===== src/rtl/minmax_scan_ctrl.sv =====
`default_nettype none
// ============================================================================
// Module  : minmax_scan_ctrl
// Purpose : Scans COUNT signed operands with a shared comparator and reports
//           the min/max values with the index of their first occurrence.
// Option  : MINMAX_DUAL_CMP_EN - second comparator, 2 cycles per operand.
// Rev     : 1.0  initial release
// ============================================================================
module minmax_scan_ctrl #(
  parameter int WIDTH = 16,
  parameter int CNT_W = 8
) (
  input  logic             clk,
  input  logic             rst_n,
  input  logic             start,
  input  logic [CNT_W-1:0] count,
  input  logic             in_valid,
  input  logic [WIDTH-1:0] in_data,
  output logic             in_ready,
  output logic             busy,
  output logic             out_valid,
  output logic             empty,
  output logic [WIDTH-1:0] min_out,
  output logic [WIDTH-1:0] max_out,
  output logic [CNT_W-1:0] min_idx,
  output logic [CNT_W-1:0] max_idx
);

  localparam logic [2:0] C_IDLE    = 3'd0;
  localparam logic [2:0] C_FIRST   = 3'd1;
  localparam logic [2:0] C_GET     = 3'd2;
  localparam logic [2:0] C_CMP_MIN = 3'd3;
  localparam logic [2:0] C_CMP_MAX = 3'd4;
  localparam logic [2:0] C_DONE    = 3'd5;

  logic [2:0]       state_q, state_d;
  logic [CNT_W-1:0] remaining_q, remaining_d;
  logic [CNT_W-1:0] idx_q, idx_d;
  logic [CNT_W-1:0] min_idx_q, min_idx_d;
  logic [CNT_W-1:0] max_idx_q, max_idx_d;
  logic [WIDTH-1:0] hold_q, hold_d;
  logic [WIDTH-1:0] min_q, min_d;
  logic [WIDTH-1:0] max_q, max_d;
  logic             empty_q, empty_d;

  logic w_accept;
  logic w_last;
  logic w_lt_min;
  logic w_lt_max;

  // Signed a < b from the subtractor: sign of the difference corrected by overflow.
  function automatic logic signed_lt(input logic [WIDTH-1:0] a, input logic [WIDTH-1:0] b);
    logic [WIDTH-1:0] diff;
    logic             ovf;
    diff = a - b;
    ovf  = (a[WIDTH-1] ^ b[WIDTH-1]) & (diff[WIDTH-1] ^ a[WIDTH-1]);
    return diff[WIDTH-1] ^ ovf;
  endfunction

  assign w_accept = in_valid & in_ready;
  assign w_last   = (remaining_q == CNT_W'(1));

`ifdef MINMAX_DUAL_CMP_EN
  assign w_lt_min = signed_lt(hold_q, min_q);
  assign w_lt_max = signed_lt(max_q, hold_q);
`else
  logic [WIDTH-1:0] w_cmp_a;
  logic [WIDTH-1:0] w_cmp_b;
  logic             w_lt;

  // One comparator: operands swap roles between the min and max compare states.
  assign w_cmp_a  = (state_q == C_CMP_MAX) ? max_q  : hold_q;
  assign w_cmp_b  = (state_q == C_CMP_MAX) ? hold_q : min_q;
  assign w_lt     = signed_lt(w_cmp_a, w_cmp_b);
  assign w_lt_min = w_lt;
  assign w_lt_max = w_lt;
`endif

  always_ff @(posedge clk or negedge rst_n) begin
    if (!rst_n) begin
      state_q     <= C_IDLE;
      remaining_q <= '0;
      idx_q       <= '0;
      min_idx_q   <= '0;
      max_idx_q   <= '0;
      hold_q      <= '0;
      min_q       <= '0;
      max_q       <= '0;
      empty_q     <= 1'b0;
    end else begin
      state_q     <= state_d;
      remaining_q <= remaining_d;
      idx_q       <= idx_d;
      min_idx_q   <= min_idx_d;
      max_idx_q   <= max_idx_d;
      hold_q      <= hold_d;
      min_q       <= min_d;
      max_q       <= max_d;
      empty_q     <= empty_d;
    end
  end

  always_comb begin
    state_d = state_q;
    case (state_q)
      C_IDLE:    if (start) state_d = (count == '0) ? C_DONE : C_FIRST;
      C_FIRST:   if (w_accept) state_d = w_last ? C_DONE : C_GET;
      C_GET:     if (w_accept) state_d = C_CMP_MIN;
`ifdef MINMAX_DUAL_CMP_EN
      C_CMP_MIN: state_d = w_last ? C_DONE : C_GET;
`else
      C_CMP_MIN: state_d = C_CMP_MAX;
      C_CMP_MAX: state_d = w_last ? C_DONE : C_GET;
`endif
      C_DONE:    state_d = C_IDLE;
      default:   state_d = C_IDLE;
    endcase
  end

  always_comb begin
    remaining_d = remaining_q;
    idx_d       = idx_q;
    min_idx_d   = min_idx_q;
    max_idx_d   = max_idx_q;
    hold_d      = hold_q;
    min_d       = min_q;
    max_d       = max_q;
    empty_d     = empty_q;
    case (state_q)
      C_IDLE: begin
        if (start) begin
          remaining_d = count;
          idx_d       = '0;
          empty_d     = (count == '0);
          min_d       = '0;
          max_d       = '0;
          min_idx_d   = '0;
          max_idx_d   = '0;
        end
      end
      C_FIRST: begin
        if (w_accept) begin
          min_d       = in_data;
          max_d       = in_data;
          min_idx_d   = '0;
          max_idx_d   = '0;
          remaining_d = remaining_q - CNT_W'(1);
          idx_d       = CNT_W'(1);
        end
      end
      C_GET: begin
        if (w_accept) hold_d = in_data;
      end
      C_CMP_MIN: begin
        if (w_lt_min) begin
          min_d     = hold_q;
          min_idx_d = idx_q;
        end
`ifdef MINMAX_DUAL_CMP_EN
        if (w_lt_max) begin
          max_d     = hold_q;
          max_idx_d = idx_q;
        end
        idx_d       = idx_q + CNT_W'(1);
        remaining_d = remaining_q - CNT_W'(1);
`endif
      end
`ifndef MINMAX_DUAL_CMP_EN
      C_CMP_MAX: begin
        if (w_lt_max) begin
          max_d     = hold_q;
          max_idx_d = idx_q;
        end
        idx_d       = idx_q + CNT_W'(1);
        remaining_d = remaining_q - CNT_W'(1);
      end
`endif
      default: ;
    endcase
  end

  always_comb begin
    in_ready  = 1'b0;
    busy      = 1'b1;
    out_valid = 1'b0;
    case (state_q)
      C_IDLE:         busy      = 1'b0;
      C_FIRST, C_GET: in_ready  = 1'b1;
      C_DONE:         out_valid = 1'b1;
      default: ;
    endcase
  end

  assign empty   = empty_q;
  assign min_out = min_q;
  assign max_out = max_q;
  assign min_idx = min_idx_q;
  assign max_idx = max_idx_q;

endmodule
`default_nettype wire

===== config.mk =====
export PLATFORM = sky130hd
export DESIGN_NAME = minmax_scan_ctrl
export DESIGN_NICKNAME = d
export VERILOG_FILES = /design/src/rtl/minmax_scan_ctrl.sv
export SDC_FILE = /design/constraint.sdc
export NUM_CORES = 1
export LEC_CHECK = 0
export CELL_PAD_IN_SITES_DETAIL_PLACEMENT = 1
export CELL_PAD_IN_SITES_GLOBAL_PLACEMENT = 1
export CORE_UTILIZATION = 41
export DETAILED_ROUTE_END_ITERATION = 10
export GPL_ROUTABILITY_DRIVEN = 0
export MAX_ROUTING_LAYER = met4
export PLACE_DENSITY = 0.88
export SKIP_LAST_GASP = 1
export SYNTH_ARGS = -nofsm -noshare
export SYNTH_HDL_FRONTEND = slang
export SYNTH_SLANG_ARGS = --single-unit

===== constraint.sdc =====
create_clock -name clk -period 5.5 [get_ports clk]
set_input_delay 1.1 -clock clk [delete_from_list [all_inputs] [get_ports clk]]
set_output_delay 1.1 -clock clk [all_outputs]
set_load 0.01 [all_outputs]

* Word-level counts from Yosys, hierarchy flattened
Index checks and enable logic that the tools add are counted.
** Cells by class
- Equality and inequality tests :: 11
- Divide/modulo/power cells :: 0
- Shift-type cells :: 0
- Muxes and demuxes :: 26
- Add/subtract/negate cells :: 3
- Reductions and logical operators :: 11
- Multiply operators :: 0
- Bitwise gates (word level) :: 5
- $lt $le $gt $ge :: 0
** Operators by type and width (count)
- $pmux 16 s3 :: 2
- $pmux 8 s3 :: 4
- $mux 16 :: 5
- $mux 8 :: 6
- $sub 16x16->16 :: 1
- $mux 3 :: 5
- $pmux 3 s5 :: 1
- $ne 2x2->1 const B :: 5
- $add 8x1->8 const B :: 1
- $eq 8x1->1 const B :: 1
- $logic_not 8->1 :: 1
- $reduce_and 4->1 :: 2
- $sub 8x1->8 const B :: 1
- $eq 3x2->1 const B :: 2
- $eq 3x3->1 const B :: 2
- $reduce_and 3->1 :: 2
- $reduce_bool 3->1 :: 2
- $reduce_and 2->1 :: 2
- $eq 3x1->1 const B :: 1
- $logic_not 3->1 :: 1
- $mux 1 :: 3
- $xor 1x1->1 :: 3
- $and 1x1->1 :: 2
- $reduce_or 2->1 :: 1
** Storage, ports and cells
- Latch bits :: 0
- ROM bits :: 0
- Bits of input ports :: 28
- Memory bits (writable) :: 0
- Memories :: 0
- Bits in registers :: 84

* Longest topological paths before layout
Gate-level depths: netlist of run 1.
- Depth after elaboration :: 8
- Mapped depth :: 17
- Depth with buffers taken out :: 12

* Worst setup path after synthesis of run 1
No wires, ideal clock.
- Kind :: register to register
- Start point :: register state_q[0]
- End point :: register min_q[10] (netlist: min_out[10])
- Slack :: 1.502 ns
- Arrival :: 3.874 ns
- Required time :: 5.375 ns
- Cell stages (with the launch flop) :: 18
- Period minus slack after synthesis :: 3.998 ns
- Cell sequence :: dfrtp_1 > buf_6 > buf_6 > or3b_4 > buf_6 > buf_2 > nand2_1 > nand2_1 > ha_1 > and3_1 > a221oi_1 > o211ai_1 > a221o_1 > fa_1 > nor3_1 > o21bai_2 > buf_2 > mux2_2
** Between the ends
- Longest elaborated chain between the ends :: 8
- Elaborated cells between the ends (all ways) :: 21
** RTL lines
- start, declared :: line 36 : logic [2:0] state_q, state_d;
- start signal, assigned :: line 91 : state_q <= state_d;
- $eq 3x3->1 :: line 72, 73
- $mux 16 (on tied branches) :: line 72, 73
- $sub 16x16->16 :: line 55 : diff = a - b;
- $xor 1x1->1 :: line 56 : ovf = (a[WIDTH-1] ^ b[WIDTH-1]) & (diff[WIDTH-1] ^ a[WIDTH-1]);
- $and 1x1->1 :: line 56
- $xor 1x1->1 :: line 57 : return diff[WIDTH-1] ^ ovf;
- $ne 2x2->1 (no line)
- $reduce_and 4->1 (no line)
- end signal, assigned :: line 97 : min_q <= min_d;
- end, declared :: line 42 : logic [WIDTH-1:0] min_q, min_d;
Parallel ways exist; a longest one is shown, timed or not.
A chain may end at the register's enable or synchronous reset.

* Worst setup path after layout of run 1
- Start point :: register state_q[1]
- End point :: register min_idx_q[4] (netlist: min_idx[4])
** Between the ends
- Longest elaborated chain between the ends :: 8
- Elaborated cells between the ends (all ways) :: 21
** RTL lines
- $eq 3x3->1 :: line 72, 73
- $mux 16 (on tied branches) :: line 72, 73
- $sub 16x16->16 :: line 55
- $xor 1x1->1 :: line 56
- $and 1x1->1 :: line 56
- $xor 1x1->1 :: line 57
- $ne 2x2->1 (no line)
- $reduce_and 4->1 (no line)
- end signal, assigned :: line 94 : min_idx_q <= min_idx_d;
- end, declared :: line 39 : logic [CNT_W-1:0] min_idx_q, min_idx_d;
Parallel ways exist; a longest one is shown, timed or not.

==> report_table.html, run 1 <==
<table>
<tr><th>Metric</th><th>Value</th></tr>
<tr><th colspan="2">Run status</th></tr>
<tr><td>Result of the run</td><td>completed</td></tr>
<tr><th colspan="2">STA</th></tr>
<tr><td>Minimum clock period</td><td>~4700 ps</td></tr>
<tr><td>Setup repair after global routing missed its margin</td><td>false</td></tr>
<tr><td>Period utilisation layout</td><td>0.859</td></tr>
<tr><td>Final-report setup violation count</td><td>0</td></tr>
<tr><td>Count of final max-slew check failures</td><td>0</td></tr>
<tr><td>Hold violation count in the final report</td><td>0</td></tr>
<tr><td>Slew at the pin with the worst max-slew slack</td><td>~1100 ps</td></tr>
<tr><td>Achievable frequency</td><td>212 MHz</td></tr>
<tr><td>Fin Setup TNS</td><td>0 ps</td></tr>
<tr><td>Slew Limit Headroom</td><td>0.268</td></tr>
<tr><td>Worst Skew</td><td>approximately 8 ps</td></tr>
<tr><th colspan="2">Yosys</th></tr>
<tr><td>Unique cell type count in the Yosys netlist</td><td>49</td></tr>
<tr><td>Avg Inst Size Synth</td><td>slightly above 10 sq um</td></tr>
<tr><td>Syn Nets</td><td>498</td></tr>
<tr><td>Syn Inst Count</td><td>approximately 450</td></tr>
<tr><td>Number of enable flip-flop cells after synthesis</td><td>0</td></tr>
<tr><td>Leading cell types by total area after synthesis</td><td>dfrtp_1 45%, mux2_2 8.0%, a22o_1 6.4%</td></tr>
<tr><td>Post-synthesis cell area</td><td>4650 sq um</td></tr>
<tr><td>Share of synthesized registers carrying an async set or reset</td><td>1.00</td></tr>
<tr><td>Sequential area share after synthesis</td><td>0.452</td></tr>
<tr><td>Yosys Warn Count</td><td>0</td></tr>
<tr><td>Proportion of netlist area held by the largest area contributor</td><td>0.452</td></tr>
<tr><td>Most instantiated flip-flop cell in the synthesis netlist</td><td>dfrtp_1</td></tr>
<tr><td>Synthesis-stage register bit count</td><td>84</td></tr>
<tr><td>Yosys top cell by area</td><td>dfrtp_1</td></tr>
<tr><th colspan="2">Drt</th></tr>
<tr><td>Wire per inst</td><td>between 15 and 20 microns</td></tr>
<tr><td>Detailed Routing Iterations Pass 1</td><td>5</td></tr>
<tr><td>Number of vias per cell after detailed routing</td><td>~6</td></tr>
<tr><td>Post-route ant nets</td><td>0</td></tr>
<tr><td>Sum of met3 wire segment lengths after detailed routing</td><td>roughly 460 microns</td></tr>
<tr><td>Top routing layer used</td><td>met4</td></tr>
<tr><td>Number of DRC markers in iteration 0</td><td>166</td></tr>
<tr><td>Count of vias placed by the detailed router</td><td>between 3,000 and 4,000</td></tr>
<tr><td>Total wirelength of the detailed-routed design</td><td>13,200 microns</td></tr>
<tr><td>Detailed route wirelength on metal2</td><td>6750 microns</td></tr>
<tr><td>Number of DRC violations after detailed routing</td><td>0</td></tr>
<tr><td>Met1 WL</td><td>~5700 microns</td></tr>
<tr><th colspan="2">Power</th></tr>
<tr><td>Power density cells</td><td>565 nW/um^2</td></tr>
<tr><td>Switching power total</td><td>between 0.001 and 0.0015 W</td></tr>
<tr><td>Logic gate share of total power</td><td>0.478</td></tr>
<tr><td>Part of the total power dissipated in sequential elements</td><td>0.336</td></tr>
<tr><td>Reported leakage power</td><td>~2.6 nW</td></tr>
<tr><td>Peak supply drop</td><td>roughly 260 uV</td></tr>
<tr><td>Internal portion of total power</td><td>~0.0019 W</td></tr>
<tr><td>Switching Fraction</td><td>0.412</td></tr>
<tr><td>Clk pwr share</td><td>0.186</td></tr>
<tr><th colspan="2">Floorplan</th></tr>
<tr><td>Boundary pin count</td><td>80</td></tr>
<tr><td>DIE AREA</td><td>approximately 12,000 sq um</td></tr>
<tr><td>Std cell rows</td><td>38</td></tr>
<tr><td>Core footprint</td><td>around 11,000 sq um</td></tr>
<tr><td>Initial Util</td><td>0.425</td></tr>
<tr><td>Vertical extent of the die</td><td>between 100 and 150 microns</td></tr>
<tr><td>Overall die width</td><td>roughly 110 microns</td></tr>
<tr><th colspan="2">Clock tree</th></tr>
<tr><td>TritonCTS Sinks</td><td>84</td></tr>
<tr><td>Clock Pin Slew Worst Setup and Hold Paths</td><td>roughly 60 ps</td></tr>
<tr><td>TritonCTS clock tree</td><td>yes</td></tr>
<tr><td>Clock buffer depth</td><td>2</td></tr>
<tr><td>CTS-repair resized insts</td><td>0</td></tr>
<tr><td>Clock insertion delay at the later pin of the skew report</td><td>between 300 and 400 ps</td></tr>
<tr><td>Deepest level of the CTS H-tree</td><td>3</td></tr>
<tr><td>Number of buffers inserted by post-CTS setup repair</td><td>0</td></tr>
<tr><td>Root Driver</td><td>clkbuf_16</td></tr>
<tr><td>Number of CTS-inserted buffers</td><td>9</td></tr>
<tr><td>Total of hold buffers inserted after clock tree synthesis</td><td>0</td></tr>
<tr><th colspan="2">Layout</th></tr>
<tr><td>ANT cells</td><td>0</td></tr>
<tr><td>Layout Nets</td><td>~570</td></tr>
<tr><td>Area added between synthesis and finish</td><td>24.6%</td></tr>
<tr><td>Area of all placed cells without fillers</td><td>~5800 sq um</td></tr>
<tr><td>Layout cells sized above 1</td><td>0.118</td></tr>
<tr><th colspan="2">Global route</th></tr>
<tr><td>Largest net degree at the start of global routing</td><td>between 80 and 90</td></tr>
<tr><td>Global-route wire length before repair</td><td>between 20,000 and 25,000 microns</td></tr>
<tr><td>Via count of the first global-routing pass</td><td>4,186</td></tr>
<tr><td>Combined global-route utilization of all metal layers</td><td>0.249</td></tr>
<tr><td>Initial antenna violation count</td><td>0</td></tr>
<tr><td>Global-route congestion overflow total</td><td>0</td></tr>
<tr><th colspan="2">Setup path</th></tr>
<tr><td>CP cell instances</td><td>or3b_4 -&gt; mux2i_1 -&gt; ha_1 -&gt; and3_1 -&gt; a221oi_1 -&gt; o211ai_1 -&gt; a221o_1 -&gt; fa_1 -&gt; nor3_1 -&gt; a22o_1</td></tr>
<tr><td>Slowest cell on the critical path</td><td>nor3_1</td></tr>
<tr><td>Maximum fanout along the worst path</td><td>38</td></tr>
<tr><td>Worst Setup End Kind</td><td>flop</td></tr>
<tr><td>Worst Setup Start Kind</td><td>flop</td></tr>
<tr><td>WP data arrival</td><td>4990 ps</td></tr>
<tr><td>Data required time at the worst endpoint</td><td>a little under 6000 ps</td></tr>
<tr><td>Worst setup path category</td><td>reg -&gt; reg</td></tr>
<tr><td>Delay of the slowest critical-path stage</td><td>850 ps</td></tr>
<tr><th colspan="2">Placement</th></tr>
<tr><td>Buffers added on ports</td><td>a little under 80</td></tr>
<tr><td>Dpl hpwl</td><td>between 8000 and 9000 microns</td></tr>
<tr><td>Post-Place Cell Area</td><td>between 5000 and 6000 sq um</td></tr>
<tr><th colspan="2">Run</th></tr>
<tr><td># Max-Cap Violations</td><td>0</td></tr>
<tr><th colspan="2">Hold path</th></tr>
<tr><td>Kind of path behind the tightest hold check</td><td>reg -&gt; reg</td></tr>
</table>
==> final timing paths <==
path | cells past startpoint | endpoint | startpoint | slack (ps)
max | 10 | min_idx[4]$_DFFE_PN0P_ | state_q[1]$_DFFE_PN0P_ | 780
max in group asynchronous | 1 | max_idx[1]$_DFFE_PN0P_ | rst_n | 3840
min | 1 | max_idx[3]$_DFFE_PN0P_ | max_idx[3]$_DFFE_PN0P_ | 500
min in group asynchronous | 1 | max_out[12]$_DFFE_PN0P_ | rst_n | 950
min reg2reg | 1 | max_idx[3]$_DFFE_PN0P_ | max_idx[3]$_DFFE_PN0P_ | 500
max reg2reg | 10 | min_idx[4]$_DFFE_PN0P_ | state_q[1]$_DFFE_PN0P_ | 780
==> metal layers <==
| metal | track usage | vias up |
|---|---|---|
| met2 | 0.410 | 94 |
| met1 | 0.313 | 1959 |
| met5 | - | - |
| met4 | 0.0994 | 0 |
| li1 | - | 1798 |
| met3 | 0.0283 | 21 |
==> kinds of logic (layout without fill, tap and decap cells) <==
group / after synthesis / count (layout) / synth area share
AO/OA/AOI/OAI: 125 / 125 / 0.193
adder cells (fa/ha/maj): 18 / 18 / 0.0501
AND/OR/NAND/NOR: 131 / 131 / 0.134
buffers and inverters: 38 / 110 / 0.0415
multiplexers: 55 / 55 / 0.127
flip-flops: 84 / 84 / 0.452
XOR/XNOR: 1 / 1 / 0.00189
==> cell usage after synthesis, types with 5 or more instances <==
| cell type | count |
|---|---|
| nor3_1 | 6 |
| nor2_1 | 27 |
| mux2_2 | 33 |
| a22oi_1 | 18 |
| o21ai_0 | 20 |
| inv_1 | 10 |
| nand2_1 | 62 |
| clkbuf_1 | 7 |
| a22o_1 | 34 |
| ha_1 | 17 |
| and3_1 | 5 |
| a21oi_1 | 27 |
| mux2i_1 | 22 |
| buf_2 | 16 |
| dfrtp_1 | 84 |
| nand2b_1 | 6 |
==> power by group through the flow <==
stage	registers, W	logic, W	clock network [W]
finish	0.00110	0.00156	0.000609
floorplan	0.00103	0.00103	0
detailed placement	0.00110	0.00152	0
global placement	0.00107	0.00144	0
global route	0.00113	0.00171	0.000637
CTS	0.00110	0.00157	0.000611
==> cell type report <==
class,instances,area [sq um]
Sequential cell,84,2100
Inverter,10,37.5
Timing Repair Buffer,85,833
Tap cell,140,175
Multi-Input combinational cell,330,2360
Clock inverter,2,35.0
Clock buffer,13,250
Fill cell,1204,5140
==> stage by stage <==
stage / hold WS (ps) / cells / power, W / util / setup slack, ps
final: 501 / 664 / 0.00327 / 0.530 / 776
after global routing: 518 / 664 / 0.00349 / 0.530 / 541
after CTS: 509 / 664 / 0.00328 / 0.530 / 819
after detailed placement: 496 / 649 / 0.00262 / 0.504 / 980
after global placement: 490 / 649 / 0.00252 / 0.504 / 1150
after floorplan: 495 / 452 / 0.00206 / - / 1500
==> critical path: cells and delay by family, from the launching register on <==
| kind | cells | cell delay [ps] |
|---|---|---|
| compound gates | 4 | 1130 |
| fa+ha+maj | 2 | 750 |
| flops | 1 | 800 |
| mux | 1 | 260 |
| simple gates | 3 | 1700 |
==> cells in the final DEF (no fill, tap or decap), types with 4 or more instances in the layout <==
cell / Yosys / layout
a21oi_1: 27 / 27
a22o_1: 34 / 34
a22oi_1: 18 / 18
and3_1: 5 / 5
buf_4: 2 / 7
clkbuf_16: 0 / 9
clkdlybuf4s50_1: 0 / 78
dfrtp_1: 84 / 84
ha_1: 17 / 17
inv_1: 10 / 10
mux2_2: 33 / 33
mux2i_1: 22 / 22
nand2_1: 62 / 62
nand2b_1: 6 / 6
nand3_1: 4 / 4
nor2_1: 27 / 27
nor3_1: 6 / 6
o21ai_0: 20 / 20
o2bb2ai_1: 4 / 4
or4_1: 4 / 4
==> sequential cells by signal, indices dropped and copies added, names as in the netlist, 3 cells and up <==
register	flops
max_idx	8
min_idx	8
idx_q	8
state_q	3
min_out	16
remaining_q	8
max_out	16
hold_q	16
(Power assumes the default switching activity.)
==> run 2: changes to the inputs <==
CTS_CLUSTER_DIAMETER = 120   (was default)
==> results of run 2 <==
Final layout, timing and power as in run 1 (identical DEF).
